**src/rtl/eu_dispatch_arbiter.sv**
```systemverilog
// Round-robin arbiter that shares one execution unit between several operand collectors,
// registering the winning instruction into a single valid/ready output stage.
module eu_dispatch_arbiter #(
  parameter int unsigned NumCollectors   = 4,
  parameter int unsigned RegWidth        = 32,
  parameter int unsigned WarpWidth       = 4,
  parameter int unsigned OperandsPerInst = 2,
  parameter type iid_t       = logic,
  parameter type reg_idx_t   = logic,
  parameter type warp_data_t = logic [RegWidth*WarpWidth-1:0],
  parameter type coll_idx_t  = logic [(NumCollectors > 1 ? $clog2(NumCollectors) : 1)-1:0]
) (
  input  logic                                             clk_i,
  input  logic                                             rst_i,
  input  logic                                             clr_i,
  input  logic       [NumCollectors-1:0]                   opc_valid_i,
  output logic       [NumCollectors-1:0]                   opc_ready_o,
  input  iid_t       [NumCollectors-1:0]                   opc_tag_i,
  input  reg_idx_t   [NumCollectors-1:0]                   opc_dst_i,
  input  warp_data_t [NumCollectors-1:0][OperandsPerInst-1:0] opc_operands_i,
  output logic                                             eu_valid_o,
  input  logic                                             eu_ready_i,
  output iid_t                                             eu_tag_o,
  output reg_idx_t                                         eu_dst_o,
  output warp_data_t [OperandsPerInst-1:0]                 eu_operands_o,
  output coll_idx_t                                        eu_src_o
);

  logic                              valid_q;
  iid_t                              tag_q;
  reg_idx_t                          dst_q;
  warp_data_t [OperandsPerInst-1:0]  operands_q;
  coll_idx_t                         src_q;
  coll_idx_t                         rr_q, rr_d;

  logic      load_en;
  logic      grant_exists;
  coll_idx_t grant_idx;
  logic      handshake;

  assign load_en = !valid_q || eu_ready_i;

  // Rotating priority search starting at rr_q.
  always_comb begin
    grant_exists = 1'b0;
    grant_idx    = '0;
    for (int unsigned i = 0; i < NumCollectors; i++) begin
      automatic int unsigned cand = (32'(rr_q) + i) % NumCollectors;
      if (!grant_exists && opc_valid_i[coll_idx_t'(cand)]) begin
        grant_exists = 1'b1;
        grant_idx    = coll_idx_t'(cand);
      end
    end
  end

  assign rr_d = coll_idx_t'((32'(grant_idx) + 32'd1) % NumCollectors);

  always_comb begin
    opc_ready_o = '0;
    if (grant_exists && load_en && !clr_i && !rst_i) begin
      opc_ready_o[grant_idx] = 1'b1;
    end
  end

  // Ready is only ever raised on a valid requester, so any ready bit is a handshake.
  assign handshake = |opc_ready_o;

  always_ff @(posedge clk_i) begin
    if (rst_i) begin
      valid_q    <= 1'b0;
      tag_q      <= '0;
      dst_q      <= '0;
      operands_q <= '0;
      src_q      <= '0;
      rr_q       <= '0;
    end else if (clr_i) begin
      valid_q <= 1'b0;
    end else if (load_en) begin
      if (handshake) begin
        valid_q    <= 1'b1;
        tag_q      <= opc_tag_i[grant_idx];
        dst_q      <= opc_dst_i[grant_idx];
        operands_q <= opc_operands_i[grant_idx];
        src_q      <= grant_idx;
        rr_q       <= rr_d;
      end else begin
        valid_q <= 1'b0;
      end
    end
  end

  assign eu_valid_o    = valid_q;
  assign eu_tag_o      = tag_q;
  assign eu_dst_o      = dst_q;
  assign eu_operands_o = operands_q;
  assign eu_src_o      = src_q;

  a_ready_onehot0 : assert property (@(posedge clk_i) $onehot0(opc_ready_o));

  a_payload_stable : assert property (@(posedge clk_i) disable iff (rst_i)
    eu_valid_o && !eu_ready_i |=>
      $stable(eu_tag_o) && $stable(eu_dst_o) && $stable(eu_operands_o) && $stable(eu_src_o));

  a_valid_held : assert property (@(posedge clk_i) disable iff (rst_i)
    eu_valid_o && !eu_ready_i && !clr_i |=> eu_valid_o);

endmodule

```
**config.mk**
```make
export PLATFORM = sky130hd
export DESIGN_NAME = eu_dispatch_arbiter
export DESIGN_NICKNAME = d
export VERILOG_FILES = /design/src/rtl/eu_dispatch_arbiter.sv
export SDC_FILE = /design/constraint.sdc
export NUM_CORES = 1
export LEC_CHECK = 0
export ABC_AREA = 1
export CAP_MARGIN = 10
export CORE_AREA = 2 2 504 506
export CTS_BUF_LIST = sky130_fd_sc_hd__clkbuf_16
export DETAILED_ROUTE_END_ITERATION = 8
export DIE_AREA = 0 0 506 508
export DONT_BUFFER_PORTS = 1
export GPL_ROUTABILITY_DRIVEN = 0
export PLACE_DENSITY_LB_ADDON = 0.05
export REMOVE_ABC_BUFFERS = 1
export SLEW_MARGIN = 40
export SYNTH_ARGS = -nofsm -noshare
export SYNTH_HDL_FRONTEND = slang
export SYNTH_SLANG_ARGS = --single-unit
```
**constraint.sdc**
```tcl
create_clock -name clk_i -period 5.6 [get_ports clk_i]
set_clock_uncertainty 0.1 [all_clocks]
set_input_delay 1.12 -clock clk_i [delete_from_list [all_inputs] [get_ports clk_i]]
set_output_delay 1.12 -clock clk_i [all_outputs]
set_load 0.1 [all_outputs]
```
==> results.cfg <==
[timing]
max_freq_mhz = 209
finalHoldViolCount = 0
tightest_slew_ns = 0.880
fin_crit_sh_pct = 85.6
setup_violations = 0
rsz0062_at_grt = false
maxSlewViolCount = 0
final.min_clock_period_ns = 4.79
slew_headroom_pct = 41.4
fin_tns_setup_ns = 0

[run_status]
status = completed

[placed_design]
dp_hpwl_um = 136000
portBuffers = 0

[cts]
hold_buffers = 0
numCtsBuffers = 49
cts_tree = built
cts.repair.resized = 0
cts_setup_buffers = 0
root_buffer = clkbuf_16
cts_max_level = 2
clockBufferDepth = 3
clk_pin_slew_ns = 0.06
clock-sinks = 263
clk_latency_ns = 0.63

[hold_path]
min_path_type = in -> reg
min_from = rst_i
min_to = eu_src_o[1]
min_path_cells = 1

[detailed_routing]
drt-total-wl_um = 175000
drc_errors = 0
via_count = 22000
first_pass_iters = 5
antenna_left = 0
initialDrtViolationCount = 1313
viasPerCell = 3.54
wl_per_cell_um = 28.1

[global_routing]
grt_pass1_vias = 22900
antenna_found_initial = 45
grt_use_total_pct = 12.9
overflow = 0
grt_max_degree = 136
grt_pass1_wl_um = 229000

[layout]
final_layout_size_suffix_gt1_share_pct = 15.0
final_util_pct = 9.35
syn2layout_area_growth_pct = 30.9
fin_nets = 3853

[floorplan]
io_pins = 1305
initial_core_util_pct = 7.15
rows = 185
die_w_um = 506
fp.dieArea_um2 = 257000
die_y_um = 508
coreArea_um2 = 252000

[synthesis]
synth_cells = 3001
avgSynthCellArea_um2 = 6.01
yosysSeqAreaShare_pct = 29.2
ys_types = 22
syn_area_um2 = 18000
ys_ff_latch = 263
ys.warnings.count = 0

[pwr]
vdd_drop_max_v = 0.000208
p_per_area_nw_per_um2 = 492
p_leak_uw = 0.00784

[worst_setup_path]
critPathRequiredTime_ns = 4.38
start_kind = flip-flop
r2r_slack_ns = 1.57
arrival_ns = 3.57
rr_endpoint = eu_operands_o[15]
cp-end-kind = output port
critPathKind = reg -> out
worst-path-max-fanout = 41
r2r-start = rr_q[0]
reg2reg_depth = 15

[run]
maxCapViolations = 0
synthesized netlist by cell type:
cell,instances,area (um^2)
nor2_4,2,22.5
nand3_2,1,10.0
o21ai_0,260,1300
inv_1,10,37.5
nor3_1,1,5.00
nor2_1,522,1960
buf_4,41,308
buf_1,16,60.1
buf_2,147,736
a21oi_1,4,20.0
o21ai_1,1,5.00
buf_6,2,22.5
dfxtp_1,263,5270
nand2_4,1,11.3
a21oi_4,1,16.3
clkbuf_1,117,439
inv_2,7,26.3
nand3_1,973,4870
nand2_1,415,1560
nor2_2,2,12.5
nand4_1,210,1310
nand2_2,5,31.3
kinds of logic (layout without fill, tap and decap cells):
logic type / after synthesis / after routing / synth area share [%]
buffers and inverters: 340 / 187 / 9.04
AND/OR/NAND/NOR: 2132 / 2132 / 54.3
AO/OA/AOI/OAI: 266 / 266 / 7.45
flip-flops: 263 / 263 / 29.2
other: 0 / 16 / 0
sequential cells by signal (all words and copies together) (netlist names):
signal         flops
eu_dst_o           1
rr_q               2
eu_src_o           2
eu_valid_o         1
eu_tag_o           1
eu_operands_o    256
metal layers:
layer | share of wire (%) | vias up | GRT usage, % | wire, um
li1 | - | 10100 | - | -
met5 | 0.13 | - | 0 | 222
met1 | 38 | 10700 | 14.1 | 66200
met4 | 2.0 | 32 | 2.78 | 3420
met2 | 50 | 1063 | 22.8 | 86800
met3 | 11 | 161 | 5.75 | 18400
layout by cell type, fill, tap and decap left out, drive strengths merged, types with 17 or more instances in the layout:
cell type / count
nor2: 526
clkinv: 17
nand2: 421
clkbuf: 49
dfxtp: 263
inv: 30
nand3: 974
buf: 84
o21ai: 261
nand4: 210
per-stage QoR:
step	setup slack (ns)	cells	hold slack, ns	cell area [um^2]	power, uW
6_report	0.809	6230	0.445	23600	11600
3_3_place_gp	1.25	6128	0.515	21700	8800
4_1_cts	0.548	6214	0.336	23600	12100
3_5_place_dp	1.26	6128	0.497	22000	8800
5_1_grt	0.412	6224	0.374	23600	12400
2_1_floorplan	-8.63	2678	0.402	16500	6340
cell type report:
type                       count  area, um^2
antenna                       16        40.0
clock buffer                  49        1230
clock inverter                37         293
fill                       29900      229000
inverter                      17        86.3
multi-input combinational   2398       11200
sequential                   263        5580
tap                         3366        4210
timing repair buffer          84         956
worst max-delay path by stage:
stage,from,to,slack (ns),depth (start not counted)
after detailed placement,opc_valid_i[2],opc_ready_o[0],1.26,11
after floorplan,opc_valid_i[3],eu_operands_o[100],-8.63,13
after global routing,rr_q[0],opc_ready_o[0],0.41,11
final,rr_q[0],opc_ready_o[0],0.81,11
after global placement,opc_valid_i[2],opc_ready_o[0],1.25,11
after CTS,rr_q[0],opc_ready_o[0],0.55,11
where the power goes:
group	internal (uW)	leakage [uW]	switching, uW
registers	2120	0.00226	1660
clock network	1790	0.000792	1290
logic	1160	0.00479	3590
total	5070	0.00784	6530
worst max-delay path: stages (launching register included):
cell     delay, ns
dfxtp_1       0.80
inv_2         0.19
nand2_1       0.10
nand2_1       0.10
o21ai_1       0.19
inv_1         0.07
nand3_2       0.19
nand2_1       0.29
inv_8         0.41
nand2_1       0.16
nor2_2        0.10
buf_4         0.31
Note: power is estimated with default switching activity, not from simulation.
